`src/rtl/tdm_demux_4ch.sv`:
```
// Four-slot TDM receiver: finds the frame_sync marker, stages slots 0..2, and
// presents all four channels together when slot 3 arrives.
module tdm_demux_4ch #(
   parameter int WIDTH = 8,
   parameter int CNT_W = 8
) (
   input  logic             clk,
   input  logic             rst,
   input  logic [WIDTH-1:0] din,
   input  logic             din_valid,
   input  logic             frame_sync,
   output logic [WIDTH-1:0] ch0,
   output logic [WIDTH-1:0] ch1,
   output logic [WIDTH-1:0] ch2,
   output logic [WIDTH-1:0] ch3,
   output logic             frame_valid,
   output logic [1:0]       sel,
   output logic             locked,
   output logic             sync_err,
   output logic [CNT_W-1:0] frame_cnt
);

   typedef enum logic {
      HUNT = 1'b0,
      LOCK = 1'b1
   } state_t;

   state_t           state_q;
   logic [1:0]       sel_q;
   logic [WIDTH-1:0] stage0_q, stage1_q, stage2_q;
   logic [WIDTH-1:0] ch0_q, ch1_q, ch2_q, ch3_q;
   logic             frame_valid_q, locked_q, sync_err_q;
   logic [CNT_W-1:0] frame_cnt_q;

   always_ff @(posedge clk or posedge rst) begin
      if (rst) begin
         state_q       <= HUNT;
         sel_q         <= 2'd0;
         stage0_q      <= '0;
         stage1_q      <= '0;
         stage2_q      <= '0;
         ch0_q         <= '0;
         ch1_q         <= '0;
         ch2_q         <= '0;
         ch3_q         <= '0;
         frame_valid_q <= 1'b0;
         locked_q      <= 1'b0;
         sync_err_q    <= 1'b0;
         frame_cnt_q   <= '0;
      end else begin
         frame_valid_q <= 1'b0;
         sync_err_q    <= 1'b0;
         if (din_valid) begin
            unique case (state_q)
               HUNT: begin
                  // Unsynchronised beats are silently discarded while hunting.
                  if (frame_sync) begin
                     stage0_q <= din;
                     sel_q    <= 2'd1;
                     state_q  <= LOCK;
                     locked_q <= 1'b1;
                  end
               end
               LOCK: begin
                  if (frame_sync) begin
                     // A marker anywhere but slot 0 restarts the frame here.
                     stage0_q <= din;
                     sel_q    <= 2'd1;
                     if (sel_q != 2'd0) begin
                        sync_err_q <= 1'b1;
                     end
                  end else begin
                     unique case (sel_q)
                        2'd0: begin
                           sync_err_q <= 1'b1;
                           state_q    <= HUNT;
                           locked_q   <= 1'b0;
                           sel_q      <= 2'd0;
                        end
                        2'd1: begin
                           stage1_q <= din;
                           sel_q    <= 2'd2;
                        end
                        2'd2: begin
                           stage2_q <= din;
                           sel_q    <= 2'd3;
                        end
                        2'd3: begin
                           ch0_q         <= stage0_q;
                           ch1_q         <= stage1_q;
                           ch2_q         <= stage2_q;
                           ch3_q         <= din;
                           frame_valid_q <= 1'b1;
                           frame_cnt_q   <= frame_cnt_q + CNT_W'(1);
                           sel_q         <= 2'd0;
                        end
                        default: sel_q <= 2'd0;
                     endcase
                  end
               end
               default: state_q <= HUNT;
            endcase
         end
      end
   end

   assign ch0         = ch0_q;
   assign ch1         = ch1_q;
   assign ch2         = ch2_q;
   assign ch3         = ch3_q;
   assign frame_valid = frame_valid_q;
   assign sel         = sel_q;
   assign locked      = locked_q;
   assign sync_err    = sync_err_q;
   assign frame_cnt   = frame_cnt_q;

endmodule

```
`config.mk`:
```
export PLATFORM = sky130hd
export DESIGN_NAME = tdm_demux_4ch
export DESIGN_NICKNAME = d
export VERILOG_FILES = /design/src/rtl/tdm_demux_4ch.sv
export SDC_FILE = /design/constraint.sdc
export NUM_CORES = 1
export LEC_CHECK = 0
export ABC_AREA = 1
export CAP_MARGIN = 30
export CORE_ASPECT_RATIO = 1.75
export CORE_MARGIN = 5
export CORE_UTILIZATION = 46
export DETAILED_ROUTE_END_ITERATION = 10
export PLACE_DENSITY = 0.85
export SYNTH_ARGS = -nofsm -noshare
export SYNTH_HDL_FRONTEND = slang
export SYNTH_SLANG_ARGS = --single-unit
```
`constraint.sdc`:
```
create_clock -name clk -period 2.2 [get_ports clk]
set_input_delay 0.44 -clock clk [delete_from_list [all_inputs] [get_ports clk]]
set_output_delay 0.44 -clock clk [all_outputs]
set_load 0.03 [all_outputs]
```
==> impl_metrics.toml <==
[floorplanning]
io_pins = 57
fp-row-count = 38
coreArea_sq_mm = 0.00618
dieHeight_microns = 115
die_area_sq_mm = 0.00803
initial_core_util_pct = 46.7
die_w_microns = 69.9

[global_routing]
grt_pass1_wl_microns = 10700
grt_max_degree = 44
use_met1_pct = 17.3
grtUsageMet3_pct = 4.64
grt_pass1_vias = 2337
top_usage_layer = "met2"
grt_util_met2_pct = 32.2
grt_use_total_pct = 17.5
overflow = 0
antenna_found_initial = 0

[synthesis]
ys_seq_elements = 70
yosysWarnings = 0
yosysSeqAreaShare_pct = 60.6
syn_area_sq_mm = 0.00289
avgSynthCellArea_sq_um = 9.69
yosysUniqueCellTypes = 22
postSynthCellCount = 298
syn_nets = 317

[sta]
post-route-period-util_pct = 87.5
fin_skew_ns = 0.00998
worst-slew-pin-transition_ns = 0.433
maxSlewHeadroom_pct = 71.0
fmax_mhz = 520
hold_violations = 0
setup_tns_ns = 0
finalCriticalPeriod_ns = 1.92
drv_slew = 0
rsz0062_at_grt = "no"
setup_viol = 0

[critical_path]
worst_ep_arrival_time_ns = 1.48
endpoint_kind = "output pin"
reg2reg_from = "sel[0]$_DFFE_PP0P_"
path_max_fanout = 5
r2r_slack_ns = 0.72
reg2reg_depth = 7
cp-start-kind = "register"
cp_top_family = "buffers and inverters"
slowest_stage = "clkdlybuf4s50_1"
critPathBufInv = 1
critPathKind = "register to output pin"
cp.required_ns = 1.76
cp_cell_sequence = "clkdlybuf4s50_1"
cp_slowest_stage_delay_ns = 0.71
r2r_end = "ch2[5]$_DFFE_PP0P_"

[pwr]
ir_drop_uv = 796
combPwrFrac_pct = 39.8
p_int_mw = 3.26
p_leak_nw = 1.88
swShare_pct = 38.4
p_clk_share_pct = 20.8
power_frac_seq_pct = 39.4
power_density_mw_per_mm2 = 1410
p_sw_mw = 2.04

[cells_and_area]
drive_above_1_share_pct = 12.8
area_delta_synth_final_pct = 30.0
ff_latch_area_sq_mm = 0.00175
final_cells = 446
n_fill_cell = 517
antenna_cells = 0
final_nets = 381
multiInputGateArea_sq_um = 977

[placed_design]
hpwl_microns = 4570
dp.cells = 431
gp_congestion = 0.788
numPortBuffers = 56

[routing]
dr.pass1.iters = 4
totalWireLength_microns = 6170
drc = 0
viasPerCell = 4.90
initialDrtViolationCount = 95
num_vias = 2186
wl_per_cell_microns = 13.8
ant_nets = 0

[job]
drv_cap = 0

[clock_tree]
root_buffer = "clkbuf_8"
cts_tree = "built"
cts_buffers = 9
cts-hold-fix-buffers = 0
h-tree-depth = 3
clk_pin_slew_ns = 0.07
cts_setup_buffers = 0
clockBufferDepth = 2
cts_resized = 0
clkLatencyLatePin_ns = 0.35
cts.sinks = 70

[outcome]
status = "finished, final reports clean"

[hold_path]
hold_path.class = "input port to asynchronous set/reset pin"
## cells by family after synthesis
| group | Yosys count | share of synthesized area [%] |
|---|---|---|
| compound gates | 36 | 8.31 |
| xor+xnor | 4 | 1.21 |
| fa+ha+maj | 7 | 3.03 |
| buf+inv | 33 | 5.54 |
| flops | 70 | 60.6 |
| simple gates | 148 | 21.3 |
## worst max-delay path by stage
| stage | start | to | slack [ns] | cells after the start |
|---|---|---|---|---|
| after global routing | frame_cnt[2]$_DFFE_PP0P_ | frame_cnt[2] | 0.21 | 1 |
| after CTS | frame_cnt[2]$_DFFE_PP0P_ | frame_cnt[2] | 0.25 | 1 |
| after detailed placement | frame_sync | ch1[1]$_DFFE_PP0P_ | 0.27 | 7 |
| after global placement | frame_sync | ch1[3]$_DFFE_PP0P_ | 0.32 | 7 |
| final | frame_cnt[2]$_DFFE_PP0P_ | frame_cnt[2] | 0.28 | 1 |
| after floorplan | sel[1]$_DFFE_PP0P_ | frame_cnt[6]$_DFFE_PP0P_ | 0.78 | 8 |
## power groups by stage
stage                     clock network [mW]  registers [mW]  logic, mW
after global routing                    1.19            2.15       2.27
after detailed placement                   0            2.11       2.13
after global placement                     0            2.09       2.07
final                                   1.10            2.09       2.11
after floorplan                            0            2.68      0.654
after CTS                               1.12            2.09       2.14
## state kept, by name (all words and copies together), names as in the netlist, 8 cells and up
signal and flops:
ch0 8, ch1 8, stage1_q 8, stage2_q 8
frame_cnt 8, ch3 8, ch2 8, stage0_q 8
## area by class of cell
class / count / share of cell area, %
Multi-Input combinational cell: 195 / 26.0
Clock buffer: 9 / 3.30
Sequential cell: 70 / 46.7
Tap cell: 80 / 2.67
Inverter: 23 / 2.40
Clock inverter: 6 / 2.30
Timing Repair Buffer: 63 / 16.7
## cell usage after synthesis (all sizes together)
cell      n  area share (%)
nor3      1            0.17
dfrtp    70              61
a21oi     1            0.17
buf       9             2.4
nand3     3            0.52
ha        7             3.0
o21ai    35             8.1
xnor2     2            0.61
xor2      2            0.61
nand2   133              18
clkbuf    1            0.13
inv      23             3.0
nand4     2            0.43
nand3b    1            0.26
nor2      8             1.6
## per-layer routing
metal | vias up | wire, microns
li1 | 1054 | -
met1 | 1054 | 2220
met2 | 60 | 3440
met3 | 18 | 265
met4 | 0 | 239
met5 | - | 0
## cell usage in the layout (no fill, tap or decap), drive strengths merged
master,n
inv,23
clkbuf,9
ha,7
clkdlybuf4s50,56
nor2,8
o21ai,35
clkinvlp,2
nand3,3
nand4,2
buf,7
clkinv,2
bufinv,2
nand3b,1
xnor2,2
a21oi,1
dfrtp,70
xor2,2
nor3,1
nand2,133
## through the flow
step	setup WS [ns]	utilization [%]	total power, mW	cell area, sq um	hold slack, ns
2_1_floorplan	0.777	-	3.34	2890	0.442
3_3_place_gp	0.323	57.3	4.16	3540	0.449
3_5_place_dp	0.270	57.3	4.24	3540	0.463
4_1_cts	0.254	60.7	5.35	3750	0.447
5_1_grt	0.205	60.7	5.61	3750	0.477
6_report	0.275	60.7	5.30	3750	0.455
(Power assumes the default switching activity.)
